**config.mk**
```make
export PLATFORM = sky130hd
export DESIGN_NAME = uart_rx_byte
export DESIGN_NICKNAME = d
export VERILOG_FILES = /design/src/rtl/uart_rx_byte.sv
export SDC_FILE = /design/constraint.sdc
export NUM_CORES = 1
export LEC_CHECK = 0
export BUFFER_PORTS_ARGS = -buffer_cell sky130_fd_sc_hd__buf_2
export CAP_MARGIN = 10
export CELL_PAD_IN_SITES_DETAIL_PLACEMENT = 0
export CELL_PAD_IN_SITES_GLOBAL_PLACEMENT = 1
export CORE_MARGIN = 3
export CORE_UTILIZATION = 42
export DETAILED_ROUTE_END_ITERATION = 16
export PLACE_DENSITY_LB_ADDON = 0.1
export SYNTH_ARGS = -nofsm -noshare
export SYNTH_HDL_FRONTEND = slang
export SYNTH_SLANG_ARGS = --single-unit
```
**constraint.sdc**
```tcl
create_clock -name iCLK -period 1.8 [get_ports iCLK]
set_clock_uncertainty 0.05 [all_clocks]
set_input_delay 0.18 -clock iCLK [delete_from_list [all_inputs] [get_ports iCLK]]
set_output_delay 0.18 -clock iCLK [all_outputs]
set_load 0.01 [all_outputs]
```
**src/rtl/uart_rx_byte.sv**
```systemverilog
// 8N1 LSB-first UART receiver with a 2-flop input synchronizer and a byte-wide output strobe.
// Optional build macro UART_RX_MAJORITY_EN: each sample becomes a 2-of-3 vote over three adjacent clocks.
module uart_rx_byte #(
  parameter int CLK_HZ       = 50_000_000,
  parameter int BAUD         = 115200,
  parameter int CLKS_PER_BIT = CLK_HZ / BAUD
) (
  input  logic       iCLK,
  input  logic       iRst_n,
  input  logic       iRx,
  output logic [7:0] oData,
  output logic       oRx_ready,
  output logic       oFrame_err,
  output logic       oBusy,
  output logic [2:0] o_dbg_state
);

  localparam int CNT_W = $clog2(CLKS_PER_BIT);
  localparam int MID   = CLKS_PER_BIT / 2;

  // The vote needs the clock after the sampling point, so every decision moves one clock later.
`ifdef UART_RX_MAJORITY_EN
  localparam logic [CNT_W-1:0] START_LAST = CNT_W'(MID);
`else
  localparam logic [CNT_W-1:0] START_LAST = CNT_W'(MID - 1);
`endif
  localparam logic [CNT_W-1:0] BIT_LAST = CNT_W'(CLKS_PER_BIT - 1);

  generate
    if (CLKS_PER_BIT < 8) begin : g_bad_cfg
      $error("uart_rx_byte: CLKS_PER_BIT must be >= 8");
    end
  endgenerate

  typedef enum logic [2:0] {
    S_IDLE  = 3'd0,
    S_START = 3'd1,
    S_DATA  = 3'd2,
    S_STOP  = 3'd3,
    S_BREAK = 3'd4
  } state_t;

  logic             r_sync1;
  logic             r_sync2;
  state_t           r_state;
  logic [CNT_W-1:0] r_clk_cnt;
  logic [2:0]       r_bit_cnt;
  logic [7:0]       r_shreg;
  logic [7:0]       r_data;
  logic             r_rx_ready;
  logic             r_frame_err;

  state_t           w_state_nxt;
  logic [CNT_W-1:0] w_clk_cnt_nxt;
  logic [2:0]       w_bit_cnt_nxt;
  logic [7:0]       w_shreg_nxt;
  logic [7:0]       w_data_nxt;
  logic             w_rx_ready_nxt;
  logic             w_frame_err_nxt;
  logic             w_rx_s;
  logic             w_sample;

  assign w_rx_s = r_sync2;

  always_ff @(posedge iCLK or negedge iRst_n) begin
    if (!iRst_n) begin
      r_sync1 <= 1'b1;
      r_sync2 <= 1'b1;
    end else begin
      r_sync1 <= iRx;
      r_sync2 <= r_sync1;
    end
  end

`ifdef UART_RX_MAJORITY_EN
  logic r_rx_d1;
  logic r_rx_d2;

  always_ff @(posedge iCLK or negedge iRst_n) begin
    if (!iRst_n) begin
      r_rx_d1 <= 1'b1;
      r_rx_d2 <= 1'b1;
    end else begin
      r_rx_d1 <= w_rx_s;
      r_rx_d2 <= r_rx_d1;
    end
  end

  // r_rx_d1 is the nominal sampling point; w_rx_s and r_rx_d2 are its neighbours.
  assign w_sample = (w_rx_s & r_rx_d1) | (w_rx_s & r_rx_d2) | (r_rx_d1 & r_rx_d2);
`else
  assign w_sample = w_rx_s;
`endif

  always_ff @(posedge iCLK or negedge iRst_n) begin
    if (!iRst_n) begin
      r_state     <= S_IDLE;
      r_clk_cnt   <= '0;
      r_bit_cnt   <= '0;
      r_shreg     <= '0;
      r_data      <= '0;
      r_rx_ready  <= 1'b0;
      r_frame_err <= 1'b0;
    end else begin
      r_state     <= w_state_nxt;
      r_clk_cnt   <= w_clk_cnt_nxt;
      r_bit_cnt   <= w_bit_cnt_nxt;
      r_shreg     <= w_shreg_nxt;
      r_data      <= w_data_nxt;
      r_rx_ready  <= w_rx_ready_nxt;
      r_frame_err <= w_frame_err_nxt;
    end
  end

  always_comb begin
    w_state_nxt     = r_state;
    w_clk_cnt_nxt   = r_clk_cnt + CNT_W'(1);
    w_bit_cnt_nxt   = r_bit_cnt;
    w_shreg_nxt     = r_shreg;
    w_data_nxt      = r_data;
    w_rx_ready_nxt  = 1'b0;
    w_frame_err_nxt = 1'b0;
    case (r_state)
      S_IDLE: begin
        w_clk_cnt_nxt = '0;
        if (!w_rx_s) w_state_nxt = S_START;
      end
      S_START: begin
        if (r_clk_cnt == START_LAST) begin
          w_clk_cnt_nxt = '0;
          if (w_sample) begin
            w_state_nxt = S_IDLE;
          end else begin
            w_state_nxt   = S_DATA;
            w_bit_cnt_nxt = '0;
          end
        end
      end
      S_DATA: begin
        if (r_clk_cnt == BIT_LAST) begin
          w_clk_cnt_nxt = '0;
          w_shreg_nxt   = {w_sample, r_shreg[7:1]};
          if (r_bit_cnt == 3'd7) w_state_nxt = S_STOP;
          else                   w_bit_cnt_nxt = r_bit_cnt + 3'd1;
        end
      end
      S_STOP: begin
        if (r_clk_cnt == BIT_LAST) begin
          w_clk_cnt_nxt = '0;
          if (w_sample) begin
            w_data_nxt     = r_shreg;
            w_rx_ready_nxt = 1'b1;
            w_state_nxt    = S_IDLE;
          end else begin
            w_frame_err_nxt = 1'b1;
            w_state_nxt     = S_BREAK;
          end
        end
      end
      // A line held low after a bad stop bit must not look like a new start bit.
      S_BREAK: begin
        w_clk_cnt_nxt = '0;
        if (w_rx_s) w_state_nxt = S_IDLE;
      end
      default: begin
        w_clk_cnt_nxt = '0;
        w_state_nxt   = S_IDLE;
      end
    endcase
  end

  assign oData       = r_data;
  assign oRx_ready   = r_rx_ready;
  assign oFrame_err  = r_frame_err;
  assign oBusy       = (r_state != S_IDLE);
  assign o_dbg_state = r_state;

endmodule

```
==> impl_metrics.toml <==
[run_status]
outcome = "finished, violations left"
failed_checks = "negative setup slack"

[clock_tree]
ctsLongestPathBuffers = 2
clk_root_buffer_cell = "clkbuf_8"
cts_buffers = 5
tritoncts = "built"
cts.htree.levels = 2
path_clk_slew_ns = 0.07
worst_skew_pair_later_pin_latency_ns = 0.28
clkSinkCount = 35

[sta]
post-route-worst-setup-slack_ns = -0.151
max-slew-margin-rel_pct = 50.0
drv_slew = 0
final_min_period_over_clock_period_pct = 108
setup_total_negative_slack_ns = -0.417
setup_violations = 3
fmaxAchievable_mhz = 513
final-hold-violation-count = 0
tightestPinTransition_ns = 0.750
finalCriticalPeriod_ns = 1.95
grt_setup_unrepaired = "yes"

[floorplan]
die_y_um = 68.1
placementRows = 21
pin_count = 17
floorplan.die_area_sq_um = 4640
floorplan.initialDensity_pct = 46.0
core_area_sq_um = 3520
floorplan.die.width_um = 68.1

[finish]
fin_util_pct = 58.8
nFillCells = 303
postLayoutCellArea_sq_um = 2070
antenna_cells_inserted = 0
instances_no_fill = 208
area_growth_syn_to_layout_pct = 27.8
finalNetCount = 169
drive_gt1_share_pct = 44.4

[synth]
yosys-top-cells-area = "dfrtp_1, mux2_4, mux2_2"
postSynthNetCount = 131
synthCells = 123
ys_warn_count = 0
syn-cell-area_sq_um = 1620
mapped_avg_cell_area_sq_um = 13.2
post_synthesis_cell_type_with_the_largest_combined_area = "dfrtp_1"
synth.ff_latch_count = 35
post_synth_num_cell_types = 37
synth-seq-area-share_pct = 54.3
synth_top_cell_area_share_pct = 51.0

[setup_path]
critical_path.reg2reg.startpoint = "r_bit_cnt[0]"
worst_setup_path_start_kind = "flop"
arrival_ns = 2.08
timing.reg2reg.setup_slack_ns = -0.15
reg2regPathDepth = 6
setup_cp_type = "reg -> reg"
crit_path_end_kind = "flop"
timing.critical_path.fanout_max = 3
critical_path.reg2reg.endpoint = "r_bit_cnt[2]"
timing.critical_path.required_ns = 1.93

[pwr]
static-leakage-power_nw = 0.998
switching_share_pct = 19.2
seqPwrFrac_pct = 51.6
net-switching-power_uw = 295
internal_power_mw = 1.24
power_per_cell_area_nw_per_um2 = 743
power.share.combinational_pct = 1.4
ir_worst_vdd_mv = 0.347
share_clk_of_total_power_pct = 47.0
p_total_mw = 1.54

[detailed_routing]
drt_iter0_drc = 68
wire_per_inst_um = 14.8
firstDrtPassIters = 4
ant_nets = 0
via_count = 1056
vias_per_cell = 5.08
route.detailed.drc = 0
postRouteWirelength_um = 3080

[placement]
number_of_buffers_added_on_ports = 16
cell_total_after_placement = 193
place.detailed.hpwl_um = 1990
gp_congestion = 0.771
dpl-instance-area_sq_um = 1850

[grt]
grt_pass1_vias = 1040
grt_pass1_wl_um = 5060
global_route.usage.total_pct = 15.2
globalRoute.totalOverflow = 0
antenna_violations_before_repair = 0
grt_max_degree = 36

[run]
maxCapViolCount = 0

[worst_hold_path]
holdCritStartpoint = "r_sync1"
min_delay_worst_type = "reg -> reg"
hold_path_depth = 0
hold_end = "r_sync2"
==> placed cells by master (no fill, tap or decap), types with 2 or more instances in the layout <==
cell type,netlist,final
a21oi_1,2,2
a32o_1,2,2
and4_4,1,2
buf_2,1,16
buf_4,0,15
clkbuf_8,0,6
dfrtp_1,33,33
dfstp_2,2,2
dlygate4sd3_1,0,2
ha_4,0,3
inv_1,5,4
mux2_4,8,17
nand2_1,3,3
nand2b_1,2,2
nand3_1,4,4
nor2_1,14,14
nor2b_1,2,2
nor3_1,3,3
xnor2_1,5,5
xor2_1,2,2
==> Yosys cell counts <==
cell type,number
or4b_1,1
o22a_2,1
dfstp_2,2
nand2b_1,2
nand3_1,4
a22o_1,1
mux2i_1,1
nor3_4,1
and4_4,1
nor4_1,1
nand4b_1,1
inv_1,5
o311ai_0,1
buf_2,1
or3b_1,1
o211ai_1,1
xnor2_1,5
nor3b_1,1
nand4_1,1
ha_1,5
nand4bb_4,1
xor2_1,2
and3_1,1
a21o_1,1
mux2_2,9
buf_12,1
nand2_1,3
and3_2,1
mux2_4,8
nor2_1,14
dfrtp_1,33
nor2b_1,2
or3_1,1
nor3_1,3
a21oi_1,2
buf_6,2
a32o_1,2
==> layer usage <==
| layer | vias to the layer above | GRT usage, % | share of wire (%) |
|---|---|---|---|
| met4 | 0 | 7.44 | 1.9 |
| met2 | 17 | 24.7 | 49 |
| met1 | 521 | 18.8 | 46 |
| met3 | 7 | 3.94 | 2.9 |
| met5 | - | 0 | 0 |
| li1 | 511 | - | - |
==> stage by stage <==
step	hold slack [ns]	setup slack [ns]
finish	0.308	-0.151
global route	0.315	-0.247
CTS	0.309	-0.164
detailed placement	0.239	-0.231
global placement	0.235	-0.122
floorplan	-0.166	-0.0818
==> worst max-delay path, stage by stage, from the launching register on <==
cell,delay (ns)
dfrtp_1,0.38
ha_2,0.20
ha_4,0.15
or4b_4,0.48
mux2i_1,0.16
o211ai_1,0.17
a32o_1,0.26
==> kinds of logic after synthesis <==
logic type	share of synthesized area, %
fa+ha+maj	3.86
simple gates	15.2
flops	54.3
mux	14.3
buf+inv	4.10
compound gates	4.48
xor+xnor	3.79
==> worst max path at each step <==
stage | start | endpoint | slack [ns]
finish | r_bit_cnt[0] | r_bit_cnt[2] | -0.15
global route | r_bit_cnt[0] | r_bit_cnt[2] | -0.25
CTS | r_bit_cnt[0] | r_bit_cnt[1] | -0.16
detailed placement | r_bit_cnt[1] | r_bit_cnt[1] | -0.23
global placement | r_bit_cnt[1] | r_bit_cnt[1] | -0.12
floorplan | r_bit_cnt[0] | r_bit_cnt[1] | -0.08
==> what timing repair did <==
| item | CTS | global route |
|---|---|---|
| setup endpoints to repair | 11 | 30 |
| gates resized for setup | 4 | 5 |
| setup buffers | 1 | 3 |
| hold endpoints to repair | 34 | 0 |
| hold buffers | 2 | 0 |
| cloned | 1 | 0 |
| pin swaps | 8 | 7 |
==> state kept, by name, indices dropped and copies added (netlist names) <==
signal and count:
o_dbg_state 3, r_bit_cnt 3, oRx_ready 1, r_shreg 8, oFrame_err 1, r_sync2 1, oData 8, r_sync1 1
r_clk_cnt 9
==> power by group through the flow <==
stage | clock network (mW) | registers (mW) | logic, mW
after CTS | 0.746 | 0.794 | 0.0233
final | 0.723 | 0.794 | 0.0216
after global routing | 0.786 | 0.794 | 0.0263
after global placement | 0 | 0.808 | 0.0194
after floorplan | 0 | 0.807 | 0.00210
after detailed placement | 0 | 0.808 | 0.0200
==> area by class of cell <==
| class | count | area [sq um] | share of cell area (%) |
|---|---|---|---|
| sequential | 35 | 878 | 42.4 |
| multi-input combinational | 80 | 773 | 37.4 |
| timing repair buffer | 34 | 224 | 10.8 |
| clock buffer | 6 | 82.6 | 3.99 |
| tap | 46 | 57.6 | 2.78 |
| clock inverter | 2 | 35.0 | 1.69 |
| inverter | 5 | 18.8 | 0.907 |
(Power assumes the default switching activity.)
